<file path="src/rtl/wshb_arb_pkg.sv">
// Shared types and the round-robin helper for the Wishbone SDRAM-port arbiter.
package wshb_arb_pkg;

  // Widest requester set the arbiter is built for; helpers are sized to it.
  localparam int MAX_N  = 8;
  localparam int MAX_IW = 3;

  typedef enum logic [1:0] {
    IDLE,
    GRANT,
    RELEASE
  } arb_state_t;

  typedef struct packed {
    logic              found;
    logic [MAX_IW-1:0] idx;
  } pick_t;

  // First requester with req set, scanning from ptr+1 modulo n, wrapping.
  function automatic pick_t rr_pick(input logic [MAX_N-1:0]  req,
                                    input logic [MAX_IW-1:0] ptr,
                                    input int                n);
    pick_t p;
    int    k;
    p = '0;
    for (int i = 1; i <= MAX_N; i++) begin
      if (i <= n && !p.found) begin
        k = (int'(ptr) + i) % n;
        if (req[k]) begin
          p.found = 1'b1;
          p.idx   = MAX_IW'(k);
        end
      end
    end
    return p;
  endfunction

endpackage

</file>
<file path="src/rtl/wshb_watchdog.sv">
// Stall watchdog: counts consecutive stb-without-ack cycles while a grant is
// active and emits a one-cycle pulse when TIMEOUT of them have elapsed.
module wshb_watchdog #(
  parameter int TIMEOUT = 1024
) (
  input  logic clk,
  input  logic rst,
  input  logic active,
  input  logic bus_stb,
  input  logic bus_ack,
  output logic err_pulse
);

  localparam int CW = $clog2(TIMEOUT);

  logic [CW-1:0] cnt;

  // Stall counter; an ack on the terminal cycle clears instead of firing.
  always_ff @(posedge clk) begin
    // NOTE: sequential state uses non-blocking assignments so every register
    // samples the pre-edge values regardless of statement order.
    if (rst || !active || !bus_stb || bus_ack) begin
      cnt       <= '0;
      err_pulse <= 1'b0;
    end else if (cnt == CW'(TIMEOUT - 1)) begin
      cnt       <= '0;
      err_pulse <= 1'b1;
    end else begin
      cnt       <= cnt + 1'b1;
      err_pulse <= 1'b0;
    end
  end

endmodule

</file>
<file path="src/rtl/wshb_arbiter.sv">
// Grant controller for the shared Wishbone SDRAM port: round-robin with a
// display-urgency override and a starvation guard, plus a stall watchdog.
module wshb_arbiter
  import wshb_arb_pkg::*;
#(
  parameter int N        = 2,
  parameter int URG_IDX  = 1,
  parameter int MAX_WAIT = 4,
  parameter int TIMEOUT  = 1024
) (
  input  logic                 clk,
  input  logic                 rst,
  input  logic [N-1:0]         req,
  input  logic                 urgent,
  input  logic                 bus_stb,
  input  logic                 bus_ack,
  output logic [N-1:0]         gnt,
  output logic [$clog2(N)-1:0] gnt_idx,
  output logic                 gnt_valid,
  output logic [N-1:0]         err
);

  localparam int IW = $clog2(N);
  localparam int WW = $clog2(MAX_WAIT + 1);

  arb_state_t     state, state_next;
  logic           load;
  logic [IW-1:0]  ptr;
  logic [IW-1:0]  winner;
  logic [N-1:0]   starved;
  logic [WW-1:0]  wait_cnt [N];
  pick_t          rr;
  logic           wd_err;

  assign rr = rr_pick(MAX_N'(req), MAX_IW'(ptr), N);

  // A requester is starved once it has watched MAX_WAIT grants go elsewhere.
  always_comb begin
    for (int i = 0; i < N; i++) begin
      starved[i] = req[i] && (wait_cnt[i] == WW'(MAX_WAIT));
    end
  end

  // Winner selection: starvation first, then urgency, then round-robin.
  always_comb begin
    winner = '0;
    if (|starved) begin
      for (int i = N - 1; i >= 0; i--) begin
        if (starved[i]) winner = IW'(i);
      end
    end else if (urgent && req[URG_IDX]) begin
      winner = IW'(URG_IDX);
    end else if (rr.found) begin
      winner = IW'(rr.idx);
    end
  end

  // Next-state logic; the owner keeps the bus until it drops its own cyc.
  always_comb begin
    // NOTE: defaults first so every path assigns every output -- no latches.
    state_next = state;
    load       = 1'b0;
    case (state)
      IDLE: begin
        if (|req) begin
          load       = 1'b1;
          state_next = GRANT;
        end
      end
      GRANT:   if (!req[gnt_idx]) state_next = RELEASE;
      RELEASE: state_next = IDLE;
      default: state_next = IDLE;
    endcase
  end

  // State, grant and round-robin pointer registers.
  always_ff @(posedge clk) begin
    if (rst) begin
      state   <= IDLE;
      gnt     <= '0;
      gnt_idx <= '0;
      ptr     <= IW'(N - 1);
    end else begin
      state <= state_next;
      if (load) begin
        gnt     <= N'(1) << winner;
        gnt_idx <= winner;
        ptr     <= winner;
      end else if (state == GRANT && state_next == RELEASE) begin
        gnt <= '0;
      end
    end
  end

  // Per-requester wait counters, updated only at grant events.
  always_ff @(posedge clk) begin
    // NOTE: this register array is reset explicitly; it is a handful of
    // flops that feed control, not a RAM, so an unknown start is not allowed.
    if (rst) begin
      for (int i = 0; i < N; i++) wait_cnt[i] <= '0;
    end else if (load) begin
      for (int i = 0; i < N; i++) begin
        if (IW'(i) == winner || !req[i]) wait_cnt[i] <= '0;
        else if (wait_cnt[i] != WW'(MAX_WAIT)) wait_cnt[i] <= wait_cnt[i] + 1'b1;
      end
    end
  end

  wshb_watchdog #(.TIMEOUT(TIMEOUT)) u_watchdog (
    .clk       (clk),
    .rst       (rst),
    .active    (state == GRANT),
    .bus_stb   (bus_stb),
    .bus_ack   (bus_ack),
    .err_pulse (wd_err)
  );

  assign gnt_valid = |gnt;
  assign err       = wd_err ? (N'(1) << gnt_idx) : '0;

endmodule

</file>
<file path="config.mk">
export PLATFORM = sky130hd
export DESIGN_NAME = wshb_arbiter
export DESIGN_NICKNAME = d
export VERILOG_FILES = /design/src/rtl/wshb_arb_pkg.sv /design/src/rtl/wshb_watchdog.sv /design/src/rtl/wshb_arbiter.sv
export SDC_FILE = /design/constraint.sdc
export NUM_CORES = 1
export LEC_CHECK = 0
export ABC_AREA = 1
export CAP_MARGIN = 20
export CORE_MARGIN = 2
export CORE_UTILIZATION = 45
export DETAILED_ROUTE_END_ITERATION = 16
export GPL_TIMING_DRIVEN = 0
export PLACE_DENSITY = 0.7
export SLEW_MARGIN = 40
export SYNTH_ARGS = -nofsm -noshare
export SYNTH_HDL_FRONTEND = slang
export SYNTH_SLANG_ARGS = --single-unit
</file>
<file path="constraint.sdc">
create_clock -name clk -period 1.6 [get_ports clk]
set_input_delay 0.24 -clock clk [delete_from_list [all_inputs] [get_ports clk]]
set_output_delay 0.24 -clock clk [all_outputs]
set_load 0.02 [all_outputs]
</file>
==> results of run 1 <==
cell type report:
cell class,instances,share of cell area
plain buffers,1,0.00369
clock buffers,4,0.0194
inverters,20,0.0553
multi-input cells,95,0.431
flip-flops and latches,23,0.384
well taps,30,0.0276
repair buffers,11,0.0783
final timing paths:
path	startpoint	to	cells past startpoint
max	gnt_idx$_SDFFE_PP0P_	gnt_idx	1
max reg2reg	wait_cnt[1][0]$_SDFFCE_PN0P_	wait_cnt[1][0]$_SDFFCE_PN0P_	8
min reg2reg	u_watchdog.cnt[0]$_SDFF_PP0_	u_watchdog.cnt[0]$_SDFF_PP0_	1
min	req[1]	ptr$_SDFFE_PP1P_	3
synthesized netlist by cell type (all sizes together):
library cell	count
ha	5
nor2	22
buf	1
nand4	5
edfxtp	6
nor3b	2
nor3	5
inv	20
a31o	1
a21oi	5
nand3b	2
nand3	10
nand2	28
o21ai	3
xor2	2
dfxtp	17
or2	1
xnor2	4
power by group through the flow:
stage | Combinational [W] | Clock (W) | Sequential (W)
CTS | 0.000216 | 0.000271 | 0.000662
detailed placement | 0.000219 | 0 | 0.000675
global placement | 0.000215 | 0 | 0.000673
floorplan | 0.000140 | 0 | 0.000681
global route | 0.000240 | 0.000292 | 0.000669
finish | 0.000213 | 0.000259 | 0.000661
what timing repair did:
action / 4_1_cts / 5_1_grt
setup endpoints to repair: 4 / 0
hold buffers: 0 / 0
setup buffers: 0 / 0
gates resized for setup: 4 / 0
cell families (layout without fill, tap and decap cells):
kind of cell | count (synthesis) | count (layout) | share of synthesized area
xor+xnor | 6 | 6 | 0.0443
flops | 23 | 23 | 0.439
simple gates | 75 | 75 | 0.346
compound gates | 9 | 9 | 0.0506
buf+inv | 21 | 36 | 0.0675
fa+ha+maj | 5 | 5 | 0.0527
cell usage in the layout (no fill, tap or decap), drive strengths merged:
cell / n
o21ai: 3
nor3: 5
or2: 1
dfxtp: 17
nand3: 10
edfxtp: 6
nor2: 22
nand3b: 2
ha: 5
a21oi: 5
xnor2: 4
a31o: 1
nand4: 5
buf: 1
xor2: 2
dlygate4sd2: 3
nand2: 28
clkbuf: 4
nor3b: 2
clkdlybuf4s50: 8
inv: 20
per-stage QoR:
step / power, W / worst slack (ps) / cells
2_1_floorplan: 0.000821 / 283 / 139
3_3_place_gp: 0.000888 / -105 / 180
3_5_place_dp: 0.000894 / -113 / 180
4_1_cts: 0.00115 / 45.6 / 184
5_1_grt: 0.00120 / 17.1 / 184
6_report: 0.00113 / 58.0 / 184
layer usage:
layer	wire length, um	GRT usage	vias to the layer above
li1	-	-	478
met1	829	0.174	400
met2	887	0.211	10
met3	52	0.0258	4
met4	31	0.0732	0
met5	0	0	-
registers in the layout, summed over array words and instances (netlist names):
name	cells
gnt_idx	1
ptr	1
wait_cnt	6
state	2
u_watchdog.cnt	10
u_watchdog.err_pulse	1
gnt	2
==> impl_metrics.yaml, run 1 <==
run_status:
  status: "finished clean"
timing:
  fin_crit_sh: 0.964
  worst_pin_slew_ps: 302
  tns_ps: 0
  final-max-slew-violation-count: 0
  relSlewSlack: 0.798
  fmax_mhz: 648
  finalSetupViolCount: 0
  rsz0062_at_grt: "false"
  final_hold_viol_count: 0
  whs_ps: 304
  post-route-min-period_ps: 1540
  fin_skew_ps: 7.70
global_routing:
  grt_max_degree: 13
  grt_util_all_layers: 0.135
  grt_pass1_wl_mm: 3.39
  grt.overflow.total: 0
  antenna_found_initial: 0
  grt_pass1_vias: 835
critical_path:
  reg2reg_slack_ps: 130
  max_stage_delay_ps: 610
  endpoint_kind: "output port"
  slowest_stage: "clkdlybuf4s50_1"
  crit_type: "reg -> out"
  worstSetupStartpointType: "register"
  path_max_fanout: 5
  worstPathCellList: "clkdlybuf4s50_1"
  path_delay_family: "buffers and inverters"
  crit_buf_inv: 1
  cp.arrival_ps: 1300
  required_ps: 1360
power:
  pwr-share-clk: 0.228
  p_per_area_nw_per_um2: 835
  p_sw_w: 0.000312
  sw_frac_of_total: 0.275
  internal_power_w: 0.000821
  p_comb_frac: 0.188
  seq_power_share: 0.584
  max-vdd-ir-drop_uv: 566
  p_leak_nw: 0.510
layout:
  multiInputGateArea_um2: 586
  area_growth_pct: 14.5
  finalNetCount: 167
  final_util: 0.548
  fill_cells: 238
  regArea_um2: 522
  post_route_cells_drive_above_1_share: 0.149
  n_antenna_cell: 0
  final_area_um2: 1360
floorplanning:
  die_h_um: 55.3
  die_w_um: 55.3
  row_count: 18
  core_um2: 2480
  ios: 13
  dieArea_um2: 3060
  initial_core_util: 0.479
synth:
  syn_inst: 139
  synth.largest_area_cell: "dfxtp_1"
  synth_top_area_share: 0.287
  synth-seq-cells: 23
  ys_seq_area_frac: 0.439
  synth_cell_types: 25
  syn_avg_cell_area_um2: 8.53
  synth_warnings: 0
  ys_top_cells_by_area: "dfxtp_1 29%, edfxtp_1 15%, nand2_1 8.2%, inv_1 5.7%, nor2_4 5.7%"
  synth_area_um2: 1190
  synth_nets: 151
clock_network:
  clockBufferDepth: 2
  cts.sinks: 23
  clkLatencyLatePin_ps: 300
  clkTransAtPathRegs_ps: 120
  ctsRootBufferMaster: "clkbuf_4"
  cts_inserted_buffers: 3
  h-tree-depth: 1
  cts_tree: "done"
routing:
  num_vias: 892
  ant_nets: 0
  drt_pre_antenna_iters: 4
  route.detailed.drc: 0
  initialDrtViolationCount: 13
  wl_mm: 1.80
  viasPerCell: 4.85
  wl_per_cell_um: 9.79
place:
  hpwl_mm: 1.43
  place.gp.congestion: 0.799
  io_buffer_count: 11
  postPlaceCellArea_um2: 1330
flow_run:
  maxCapViolCount: 0
min_path:
  worst_hold_path_type: "in -> reg"
No activity file was read; power rests on OpenSTA's default activity.
==> run 2: changes to the inputs <==
- CAP_MARGIN: 20 -> 0
- RECOVER_POWER: not set -> 25
==> impl_metrics.yaml, run 2 (same netlist as run 1, synthesis figures left out) <==
timing:
  post-route-min-period_ps: 1540
  worst_pin_slew_ps: 346
  relSlewSlack: 0.769
  tns_ps: 0
  fin_crit_sh: 0.964
  fin_skew_ps: 8.14
  finalSetupViolCount: 0
  final-max-slew-violation-count: 0
  setup_slack_ps: 57.6
  final_hold_viol_count: 0
  fmax_mhz: 648
  rsz0062_at_grt: "false"
critical_path:
  cp.arrival_ps: 1300
  required_ps: 1360
  path_delay_family: "buffers and inverters"
  crit_type: "reg -> out"
  crit_buf_inv: 1
  endpoint_kind: "output port"
  path_max_fanout: 5
  worst_r2r_path_depth: 8
  worstSetupStartpointType: "register"
  max_stage_delay_ps: 610
  slowest_stage: "clkdlybuf4s50_1"
  worstPathCellList: "clkdlybuf4s50_1"
  cp.depth: 1
global_routing:
  grt_pass1_wl_mm: 3.39
  grt_util_all_layers: 0.135
  grt_max_degree: 13
  grt_pass1_vias: 835
  grt.overflow.total: 0
  antenna_found_initial: 0
min_path:
  worst_hold_path_type: "in -> reg"
  min_path_cells: 3
routing:
  initialDrtViolationCount: 16
  drt_pre_antenna_iters: 4
  wl_per_cell_um: 9.86
  num_vias: 892
  viasPerCell: 4.85
  route.detailed.drc: 0
  ant_nets: 0
  wl_mm: 1.81
layout:
  fill_cells: 238
  largest_reg_flops: 10
  area_growth_pct: 13.4
  regArea_um2: 522
  multiInputGateArea_um2: 573
  instances_no_fill: 184
  final_area_um2: 1350
  layout.cells.most_common: "nand2_1"
  final_cell_mix: "26 x nand2_1, 18 x inv_1, 17 x nor2_1"
  reg_top3: "u_watchdog.cnt (10), wait_cnt (6)"
  n_antenna_cell: 0
  regMostFlops: "u_watchdog.cnt"
  post_route_cells_drive_above_1_share: 0.136
  finalNetCount: 167
floorplanning:
  row_count: 18
  initial_core_util: 0.479
  core_um2: 2480
  ios: 13
  dieArea_um2: 3060
  die_h_um: 55.3
  die_w_um: 55.3
clock_network:
  ctsHoldBuffers: 0
  cts.sinks: 23
  h-tree-depth: 1
  clockBufferDepth: 2
  ctsRootBufferMaster: "clkbuf_4"
  cts_inserted_buffers: 3
  clkTransAtPathRegs_ps: 120
  cts_tree: "done"
  clkLatencyLatePin_ps: 300
run_status:
  status: "finished clean"
power:
  internal_power_w: 0.000820
  p_comb_frac: 0.187
  p_leak_nw: 0.510
  pwr-share-clk: 0.229
  p_sw_w: 0.000313
  sw_frac_of_total: 0.276
  power_w: 0.00113
  seq_power_share: 0.584
  max-vdd-ir-drop_uv: 566
  p_per_area_nw_per_um2: 842
place:
  place_inst: 180
  hpwl_mm: 1.43
  place.gp.congestion: 0.799
  io_buffer_count: 11
  dp_worst_setup_slack_ps: -113
  postPlaceCellArea_um2: 1330
flow_run:
  maxCapViolCount: 0
[run 2: changes by cell type in the layout (fill, tap and decap cells not counted)]
| cell | change |
|---|---|
| dlygate4sd3_1 | +1 |
| nor3b_2 | -1 |
| nor2_1 | +1 |
| clkdlybuf4s50_1 | -1 |
| nor3b_1 | +1 |
| nor2_4 | -1 |
[run 2: what timing repair did]
| item | CTS | global route |
|---|---|---|
| setup buffers | 0 | 0 |
| resized for setup | 4 | 0 |
| endpoints found under the setup margin | 4 | 0 |
[run 2: stage by stage]
stage | util | hold WS (ps)
after floorplan | - | 312
after global placement | 0.538 | 431
after detailed placement | 0.538 | 446
after CTS | 0.548 | 288
after global routing | 0.543 | 315
final | 0.543 | 304
[run 2: path summary, 6_finish.rpt]
path                                                endpoint  slack (ps)                         start
worst max-delay path                                 gnt_idx          60          gnt_idx$_SDFFE_PP0P_
worst max register to register  wait_cnt[1][0]$_SDFFCE_PN0P_         140  wait_cnt[1][0]$_SDFFCE_PN0P_
worst min register to register  u_watchdog.cnt[0]$_SDFF_PP0_         450  u_watchdog.cnt[0]$_SDFF_PP0_
worst min-delay path                        ptr$_SDFFE_PP1P_         300                        req[1]
[run 2: power by group through the flow]
stage,logic [W],registers (W),clock network [W]
final,0.000212,0.000661,0.000259
after global routing,0.000240,0.000669,0.000292
after CTS,0.000216,0.000662,0.000271
after detailed placement,0.000219,0.000675,0
after global placement,0.000215,0.000673,0
after floorplan,0.000140,0.000681,0
[run 2: metal layers]
| metal | vias to the layer above | share of wire | global-route usage |
|---|---|---|---|
| met5 | - | 0 | 0 |
| met4 | 0 | 0.017 | 0.0732 |
| met3 | 4 | 0.029 | 0.0258 |
| met2 | 10 | 0.49 | 0.211 |
| met1 | 400 | 0.46 | 0.174 |
| li1 | 478 | - | - |
[run 2: cell type report]
| class | count | area share |
|---|---|---|
| buffer | 1 | 0.00372 |
| clock buffer | 4 | 0.0195 |
| inverter | 20 | 0.0558 |
| multi-input combinational | 95 | 0.426 |
| sequential | 23 | 0.388 |
| tap | 30 | 0.0279 |
| timing repair buffer | 11 | 0.0791 |
